===== config.mk =====
export PLATFORM = sky130hd
export DESIGN_NAME = if_prefetch
export DESIGN_NICKNAME = d
export VERILOG_FILES = /design/src/rtl/if_pkg.sv /design/src/rtl/if_fifo.sv /design/src/rtl/if_prefetch.sv
export SDC_FILE = /design/constraint.sdc
export NUM_CORES = 1
export LEC_CHECK = 0
export CAP_MARGIN = 20
export CORE_AREA = 2 2 175 177
export CTS_CLUSTER_DIAMETER = 50
export DETAILED_ROUTE_END_ITERATION = 8
export DIE_AREA = 0 0 177 179
export DONT_BUFFER_PORTS = 1
export PLACE_DENSITY_LB_ADDON = 0.08
export REMOVE_ABC_BUFFERS = 1
export SLEW_MARGIN = 20
export SYNTH_ARGS = -nofsm -noshare
export SYNTH_HDL_FRONTEND = slang
export SYNTH_HIERARCHICAL = 1
export SYNTH_SLANG_ARGS = --single-unit

===== constraint.sdc =====
create_clock -name clk -period 7.92 [get_ports clk]
set_clock_uncertainty 0.05 [all_clocks]
set_input_delay 0.396 -clock clk [delete_from_list [all_inputs] [get_ports clk]]
set_output_delay 0.396 -clock clk [all_outputs]
set_load 0.1 [all_outputs]

===== src/rtl/if_pkg.sv =====
// Shared types for the instruction-fetch front end: FSM states, FIFO entry
// layout and the branch predecode helpers used when IF_BTFN_EN is defined.
package if_pkg;

   localparam int unsigned IF_XLEN = 32;

   localparam logic [4:0] OP_BRANCH = 5'b11000;

   typedef enum logic [1:0] {
      S_RESET = 2'd0,
      S_FETCH = 2'd1,
      S_STALL = 2'd2
   } fetch_state_e;

   typedef struct packed {
      logic [IF_XLEN-1:0] pc;
      logic [IF_XLEN-1:0] inst;
      logic               pred;
   } if_entry_t;

   // RISC-V B-type immediate, bit 0 always zero, bit 12 is the sign.
   function automatic logic [12:0] b_imm(input logic [31:0] inst);
      return {inst[31], inst[7], inst[30:25], inst[11:8], 1'b0};
   endfunction

endpackage


===== src/rtl/if_fifo.sv =====
// Prefetch FIFO of {pc, inst, pred} entries: synchronous push/pop/flush with
// an occupancy count. Push and pop may coincide even when full.
module if_fifo
   import if_pkg::*;
#(
   parameter int unsigned DEPTH = 4
) (
   input  logic                   clk,
   input  logic                   rst,
   input  logic                   flush,
   input  logic                   push,
   input  if_entry_t              wr_data,
   input  logic                   pop,
   output if_entry_t              rd_data,
   output logic                   empty,
   output logic [$clog2(DEPTH):0] count
);

   localparam int unsigned AW = $clog2(DEPTH);
   localparam logic [AW:0] CNT_FULL = (AW+1)'(DEPTH);

   if_entry_t     mem [DEPTH];
   logic [AW-1:0] wr_ptr;
   logic [AW-1:0] rd_ptr;
   logic          do_push;
   logic          do_pop;

   assign do_pop  = pop && (count != '0);
   assign do_push = push && ((count != CNT_FULL) || do_pop);
   assign empty   = (count == '0);
   assign rd_data = mem[rd_ptr];

   // Storage carries no reset; only the pointers define what is valid.
   always_ff @(posedge clk) begin
      if (do_push && !rst && !flush) begin
         mem[wr_ptr] <= wr_data;
      end
   end

   always_ff @(posedge clk) begin
      if (rst || flush) begin
         wr_ptr <= '0;
         rd_ptr <= '0;
         count  <= '0;
      end else begin
         if (do_push) begin
            wr_ptr <= wr_ptr + 1'b1;
         end
         if (do_pop) begin
            rd_ptr <= rd_ptr + 1'b1;
         end
         count <= count + {{AW{1'b0}}, do_push} - {{AW{1'b0}}, do_pop};
      end
   end

endmodule


===== src/rtl/if_prefetch.sv =====
// Instruction-fetch front end: sequential ROM fetch into a prefetch FIFO with
// reset/interrupt/redirect flushing. Define IF_BTFN_EN for backward-taken predecode.
module if_prefetch
   import if_pkg::*;
#(
   parameter int unsigned XLEN    = IF_XLEN,
   parameter int unsigned IMEM_AW = 13,
   parameter int unsigned DEPTH   = 4
) (
   input  logic               clk,
   input  logic               rst_flag,
   input  logic [XLEN-1:0]    rst_addr,
   input  logic               int_flag,
   input  logic [XLEN-1:0]    int_addr,
   input  logic               redir_valid,
   input  logic [XLEN-1:0]    redir_addr,
   output logic               imem_req,
   output logic [IMEM_AW-1:0] imem_addr,
   input  logic [XLEN-1:0]    imem_rdata,
   output logic               out_valid,
   input  logic               out_ready,
   output logic [XLEN-1:0]    out_pc,
   output logic [XLEN-1:0]    out_inst,
   output logic               out_pred,
   output fetch_state_e       dbg_state
);

   localparam int unsigned CW = $clog2(DEPTH) + 1;
   localparam logic [CW-1:0] CNT_DEPTH = CW'(DEPTH);

   // Handshake: an entry transfers on a rising edge where out_valid && out_ready;
   // out_valid never depends on out_ready and stays up until the entry is taken
   // or a redirect flushes it.

   fetch_state_e    state;
   logic [XLEN-1:0] fpc;
   logic [XLEN-1:0] tag_pc;
   logic [XLEN-1:0] hold_pc;
   logic [XLEN-1:0] hold_inst;
   logic [XLEN-1:0] redir_tgt;
   logic            epoch;
   logic            tag_epoch;
   logic            inflight;
   logic [CW-1:0]   occ;
   logic [CW-1:0]   occ_next;
   logic [CW-1:0]   used_next;
   logic            ext_redir;
   logic            any_redir;
   logic            resp_ok;
   logic            pred_taken;
   logic            issue;
   logic            push;
   logic            pop;
   logic            fifo_empty;
   if_entry_t       wr_entry;
   if_entry_t       head;

   assign ext_redir = int_flag | redir_valid;
   assign resp_ok   = inflight & (tag_epoch == epoch);

`ifdef IF_BTFN_EN
   logic [12:0] bimm;
   assign bimm       = b_imm(imem_rdata);
   assign pred_taken = resp_ok & (imem_rdata[6:2] == OP_BRANCH) & imem_rdata[31];
`else
   assign pred_taken = 1'b0;
`endif

   assign any_redir = ext_redir | pred_taken;
   // Credit reserves a FIFO slot for every in-flight request, so responses are never dropped.
   assign issue     = ~rst_flag & ~any_redir & ((occ + CW'(inflight)) < CNT_DEPTH);
   assign imem_req  = issue;
   assign imem_addr = fpc[IMEM_AW+1:2];

   always_comb begin
      redir_tgt = fpc;
      if (int_flag) begin
         redir_tgt = int_addr;
      end else if (redir_valid) begin
         redir_tgt = redir_addr;
      end
`ifdef IF_BTFN_EN
      else if (pred_taken) begin
         redir_tgt = tag_pc + {{(XLEN-13){bimm[12]}}, bimm};
      end
`endif
   end

   assign push     = resp_ok;
   assign pop      = ~fifo_empty & out_ready;
   assign wr_entry = '{pc: tag_pc, inst: imem_rdata, pred: pred_taken};

   assign occ_next  = ext_redir ? '0 : (occ + CW'(push) - CW'(pop));
   assign used_next = occ_next + CW'(issue);

   if_fifo #(.DEPTH(DEPTH)) u_fifo (
      .clk     (clk),
      .rst     (rst_flag),
      .flush   (ext_redir),
      .push    (push),
      .wr_data (wr_entry),
      .pop     (pop),
      .rd_data (head),
      .empty   (fifo_empty),
      .count   (occ)
   );

   always_ff @(posedge clk) begin
      if (rst_flag) begin
         fpc       <= rst_addr & ~XLEN'(3);
         epoch     <= 1'b0;
         inflight  <= 1'b0;
         tag_pc    <= '0;
         tag_epoch <= 1'b0;
         hold_pc   <= '0;
         hold_inst <= '0;
         state     <= S_RESET;
      end else begin
         inflight <= issue;
         if (issue) begin
            tag_pc    <= fpc;
            tag_epoch <= epoch;
         end
         // The epoch flip turns any response already requested into a stale one.
         if (any_redir) begin
            fpc   <= redir_tgt & ~XLEN'(3);
            epoch <= ~epoch;
         end else if (issue) begin
            fpc <= fpc + XLEN'(4);
         end
         if (!fifo_empty) begin
            hold_pc   <= head.pc;
            hold_inst <= head.inst;
         end
         state <= (used_next < CNT_DEPTH) ? S_FETCH : S_STALL;
      end
   end

   assign out_valid = ~fifo_empty;
   assign out_pc    = fifo_empty ? hold_pc : head.pc;
   assign out_inst  = fifo_empty ? hold_inst : head.inst;
   assign out_pred  = ~fifo_empty & head.pred;
   assign dbg_state = state;

endmodule

==> results of run 1 <==
layout by cell type, fill, tap and decap left out, types with 12 or more instances in the layout:
master	netlist	routed
xnor2_1	18	18
nand2b_1	32	32
nor2_1	28	28
mux4_2	65	65
nor2b_1	72	70
nand2_1	61	61
clkbuf_16	0	45
mux2_2	66	66
a21oi_1	30	30
dfxtp_1	108	106
o21ai_0	39	39
inv_1	17	17
conb_1	1	12
buf_4	13	18
xor2_1	15	15
dlygate4sd3_1	0	32
edfxtp_1	290	290
synthesized netlist by cell type (3+ instances only):
cell      instances
mux4_2           65
inv_1            17
o221ai_1          5
nand2b_1         32
and2_1            3
xor2_1           15
a21oi_1          30
o22ai_1          11
nand3_1          11
o21ai_0          39
buf_4            13
ha_1              9
mux2_2           66
buf_2            18
buf_6             9
dfxtp_1         108
nor2b_1          72
edfxtp_1        290
buf_1             4
a221o_1           4
xnor2_1          18
nand2_1          61
clkbuf_1         24
nand4_1           9
mux2i_1           7
and4_1            4
nor3_1            7
a22oi_1           9
and3_1            7
nor2_1           28
worst register-to-register path: stages, from the launching register on:
cell and delay [ns]:
dfxtp_1 0.42, nor3_2 0.29, buf_4 0.26, buf_4 0.72
nor2b_1 0.26, ha_1 0.34, inv_1 0.06, ha_1 0.13
inv_1 0.05, fa_1 0.37, xnor2_1 0.15, xnor2_1 0.13
and2_1 0.16
report_power, final:
part	leakage (uW)	internal, uW	switching [uW]	total (uW)
combinational	0.00190	61.2	126	187
sequential	0.00366	2270	61.3	2330
clock	0.000726	1290	788	2080
stage by stage:
stage | hold WS, ns | instances | power (uW) | setup WS (ns) | util (%)
finish | 0.0259 | 1496 | 4600 | 4.21 | 60.9
global route | 0.0230 | 1496 | 4750 | 3.92 | 60.9
CTS | 0.00522 | 1496 | 4650 | 4.04 | 60.9
detailed placement | 0.430 | 1384 | 2530 | 4.37 | 54.7
global placement | 0.410 | 1384 | 2530 | 4.38 | 54.7
floorplan | 0.393 | 970 | 2490 | 0.251 | -
timing repair:
action,4_1_cts,5_1_grt
resized for setup,0,0
hold endpoints to repair,197,0
hold buffers,33,0
setup buffers,0,0
registers in the layout, summed over array words and instances (netlist names), 2 cells and up, named ones only:
register       flops
hold_inst         32
dbg_state          2
tag_pc            30
u_fifo/rd_ptr      2
u_fifo/mem       260
u_fifo/wr_ptr      2
hold_pc           32
fpc               30
u_fifo/count       3
cell families (layout without fill, tap and decap cells):
| group | count (synthesis) | in the layout | share of synthesized area (%) |
|---|---|---|---|
| buffers and inverters | 90 | 149 | 3.03 |
| adders and majority gates | 11 | 11 | 0.946 |
| xor gates and xnor gates | 33 | 33 | 1.79 |
| AOI/OAI and AO/OA | 113 | 113 | 4.29 |
| and+or+nand+nor | 246 | 246 | 8.42 |
| DFF | 398 | 398 | 67.4 |
| muxes | 138 | 138 | 14.1 |
| other | 1 | 12 | 0.0232 |
worst max-delay path by stage:
stage                     from               to  slack, ns  cells past startpoint
2_1_floorplan  u_fifo/count[1]         out_pred       0.25                      2
3_3_place_gp   u_fifo/count[1]  u_fifo/count[2]       4.38                     12
3_5_place_dp   u_fifo/count[1]  u_fifo/count[2]       4.37                     12
4_1_cts                   flop         out_pred       4.04                      3
5_1_grt                   flop         out_pred       3.92                      3
6_report                  flop         out_pred       4.21                      3
layout make-up:
type | instances | area [um^2] | share of cell area [%]
Sequential cell | 398 | 10900 | 59.5
Tap cell | 396 | 495 | 2.71
Clock buffer | 52 | 1180 | 6.47
Multi-Input combinational cell | 553 | 4840 | 26.5
Inverter | 19 | 71.3 | 0.390
Timing Repair Buffer | 51 | 483 | 2.64
Clock inverter | 27 | 322 | 1.76
per-layer routing:
| metal | track usage [%] | part of all wire (%) | wire length [um] |
|---|---|---|---|
| met5 | 0 | 0 | 0 |
| met4 | 5.27 | 1.6 | 535 |
| met3 | 4.73 | 6.1 | 1980 |
| met2 | 34.9 | 49 | 15900 |
| met1 | 27.3 | 44 | 14200 |
==> flow_summary.ini, run 1 <==
[clock_network]
cts_tree = built
clock_sinks = 398
max-clock-path-buffers = 3
clk_pin_slew_ns = 0.06
h-tree-depth = 2
cts_buffers = 44
insertion_delay_ns = 0.53
cts_root_buffer = clkbuf_16

[global_routing]
antenna_found_initial = 0
grt_max_degree = 99
grt.total_usage_pct = 20.7
grt_pass1_wl_um = 49400
grt_pass1_vias = 8522
gr-total-overflow = 0

[yosys]
synth.avg_cell_area_um2 = 15.7
synth_top_area_share_pct = 54.0
synth.largest_area_cell = edfxtp_1
ys_async_sr_fraction_pct = 0
synth_enable_flop_cells = 290
ys.flop_type = edfxtp_1
syn_inst = 1030
ys_ff_latch = 398
yosys-top-cells-area = edfxtp_1, dfxtp_1, mux4_2
synth_cell_types = 58
syn-cell-area_mm2 = 0.0161
yosysSeqAreaShare_pct = 67.4
yosys_warnings = 6

[floorplan]
die_w_um = 177
rows = 64
dieArea_mm2 = 0.0317
fp.coreArea_mm2 = 0.0300
dieHeight_um = 179
pin_count = 215
floorplan.initialDensity_pct = 53.7

[drt]
drt_iter0_markers = 470
drc = 0
ant_nets = 0
routed_via_density = 5.66
num_vias = 8461
post_drt_wl_per_cell_um = 21.8
drt_pass1_iterations = 5
wirelength_um = 32600

[power]
vdd_drop_max_mv = 0.165
power.leakage_uw = 0.00629
p_per_area_mw_per_mm2 = 251

[final_layout]
antennaDiodeCount = 0
syn2layout_area_growth_pct = 13.3
fin_area_mm2 = 0.0183
num-fill-cells = 2256
nets = 1211
layout-drive-gt1-share_pct = 21.5

[outcome]
status = finished clean

[setup_path]
worstPathCellList = buf_4 > mux4_2 > nor2b_2
reg2regPathDepth = 12
crit_type = reg -> out
r2r_end = u_fifo/count[2]
cp_slowest_cell = nor2b_2
worstReg2RegStart = u_fifo/count[1]
cp_max_fo = 34
start_kind = flop
cp-end-kind = output port
arrival_ns = 3.26
r2r_setup_slack_ns = 4.44
cpLargestDelayFamily = simple AND/OR/NAND/NOR gates
worst-path-buf-inv = 1
crit_required_ns = 7.47
slowest_delay_ns = 0.87

[worst_hold_path]
hold_end = fpc[17]
whs_path_depth = 2
hold_path_startpoint = rst_addr[17]
worstHoldPathType = in -> reg

[placed_design]
gp_congestion = 0.765
dp_hpwl_um = 19000
port_buffers = 0
place_area_mm2 = 0.0164

[sta]
slew_headroom_pct = 26.3
min_period_over_period_pct = 46.8
maxSlewViolCount = 0
tightest_slew_ns = 1.11
tns_ns = 0
hold_viol = 0
setup_violations = 0
fin_crit_ns = 3.71
rsz0062_at_grt = false
fmax_mhz = 270

[run]
drv_cap = 0
(Power assumes the default switching activity.)
==> run 2, diff against run 1 <==
Clock period 7.92 ns to 3.9 ns, I/O delays scaled along.
==> flow_summary.ini, run 2 (synthesis gave the netlist of run 1 again) <==
[outcome]
status = finished clean

[final_layout]
num-fill-cells = 2228
reg_top3 = u_fifo/mem x260, hold_inst x32, hold_pc x32
final_common_cell = edfxtp_1
final_core_util_pct = 62.7
final_cell_mix = edfxtp_1, dfxtp_1, dlygate4sd3_1
largest_reg_flops = 260
nets = 1277
syn2layout_area_growth_pct = 16.8
regMostFlops = u_fifo/mem
fin_area_mm2 = 0.0188
layout-drive-gt1-share_pct = 21.1

[setup_path]
cp_max_fo = 36
crit_required_ns = 4.05
worstReg2RegStart = fpc[9]
cp-end-kind = flop
crit_type = in -> reg
arrival_ns = 3.60
startpoint = redir_valid
start_kind = input pin

[sta]
hold_viol = 0
tightest_slew_ns = 1.04
maxSlewViolCount = 0
fin_crit_ns = 3.45
hold_slack_ns = 0.0203
setup_violations = 0
rsz0062_at_grt = false
min_period_over_period_pct = 88.4
tns_ns = 0
fmax_mhz = 290
slew_headroom_pct = 30.6

[drt]
wirelength_um = 33900
post_drt_wl_per_cell_um = 21.7
drt_iter0_markers = 480
drt_pass1_iterations = 5
ant_nets = 0
drc = 0
routed_via_density = 5.61
num_vias = 8772

[clock_network]
clock_sinks = 398
cts_buffers = 42
postCtsResizedCells = 0
insertion_delay_ns = 0.53
cts_root_buffer = clkbuf_16
h-tree-depth = 2
max-clock-path-buffers = 3
cts_setup_buffers = 0
cts_tree = built
clk_pin_slew_ns = 0.06

[power]
power.leakage_uw = 0.00654
p_sw_uw = 2000
power_frac_seq_pct = 51.5
intPower_uw = 7060
total_power_uw = 9060
switching_share_pct = 22.1
vdd_drop_max_mv = 0.267
clockPowerShare_pct = 42.7
power_frac_comb_pct = 5.9
p_per_area_mw_per_mm2 = 481

[worst_hold_path]
worstHoldPathType = in -> reg
hold_path_startpoint = redir_addr[10]

[floorplan]
fp.coreArea_mm2 = 0.0300
dieArea_mm2 = 0.0317
pin_count = 215
die_w_um = 177
dieHeight_um = 179
rows = 64
floorplan.initialDensity_pct = 53.7

[placed_design]
port_buffers = 0
dp_hpwl_um = 19400
place_area_mm2 = 0.0166
gp_congestion = 0.780

[global_routing]
antenna_found_initial = 1
grt_pass1_vias = 8923
grt.total_usage_pct = 21.8
grt_max_degree = 145
gr-total-overflow = 0
grt_pass1_wl_um = 52000

[run]
drv_cap = 0
[run 2: changes by cell type in the layout (fill, tap and decap cells not counted), sizes merged, moves of 2 or more]
cell / before / now
dlygate4sd3: 32 / 87
buf: 19 / 32
clkbuf: 52 / 57
bufinv: 7 / 3
clkinvlp: 4 / 2
[run 2: worst max-delay path, cell delays in order]
cell and delay [ns]:
dlygate4sd3_1 0.68, nor2_1 0.14, dlygate4sd3_1 0.57, buf_4 0.21
inv_1 0.14, nor2_1 0.56, and3_4 0.73, buf_4 0.38
[run 2: final timing paths]
kind / to / slack, ns / cells after the start
worst min-delay path: fpc[10] / 0.02 / 3
worst max register to register: fpc[23] / 0.92 / 7
worst max-delay path: u_fifo/mem[3][33] / 0.45 / 8
worst min register to register: tag_pc[3] / 0.44 / 2
[run 2: final cells by class]
type / instances / area (um^2) / share of cell area, %
Inverter: 19 / 71.3 / 0.379
Antenna cell: 1 / 2.50 / 0.0133
Clock buffer: 57 / 1150 / 6.09
Timing Repair Buffer: 119 / 1190 / 6.34
Sequential cell: 398 / 10900 / 57.7
Tap cell: 396 / 495 / 2.63
Multi-Input combinational cell: 553 / 4840 / 25.7
Clock inverter: 21 / 211 / 1.12
[run 2: through the flow]
| step | setup WS (ns) | cells |
|---|---|---|
| 3_3_place_gp | 1.06 | 1397 |
| 3_5_place_dp | 1.05 | 1397 |
| 2_1_floorplan | -3.67 | 970 |
| 5_1_grt | 0.314 | 1563 |
| 6_report | 0.451 | 1564 |
| 4_1_cts | 0.514 | 1563 |
[run 2: per-layer routing]
| metal | GRT usage [%] | vias up | wire [um] |
|---|---|---|---|
| li1 | - | 4077 | - |
| met1 | 29.3 | 4395 | 15000 |
| met2 | 36.4 | 249 | 16300 |
| met3 | 4.47 | 51 | 1930 |
| met4 | 5.92 | 0 | 688 |
| met5 | 0 | - | 0 |
[run 2: repair_timing]
| action | 4_1_cts | 5_1_grt |
|---|---|---|
| endpoints found under the setup margin | 0 | 0 |
| hold endpoints to repair | 260 | 0 |
| hold buffers | 88 | 0 |
[run 2: power by group through the flow]
stage / clock network [uW] / registers [uW] / logic, uW
final: 3870 / 4670 / 530
after CTS: 3960 / 4660 / 529
after global routing: 4140 / 4670 / 567
after detailed placement: 0 / 4760 / 398
after global placement: 0 / 4750 / 395
after floorplan: 0 / 4850 / 208
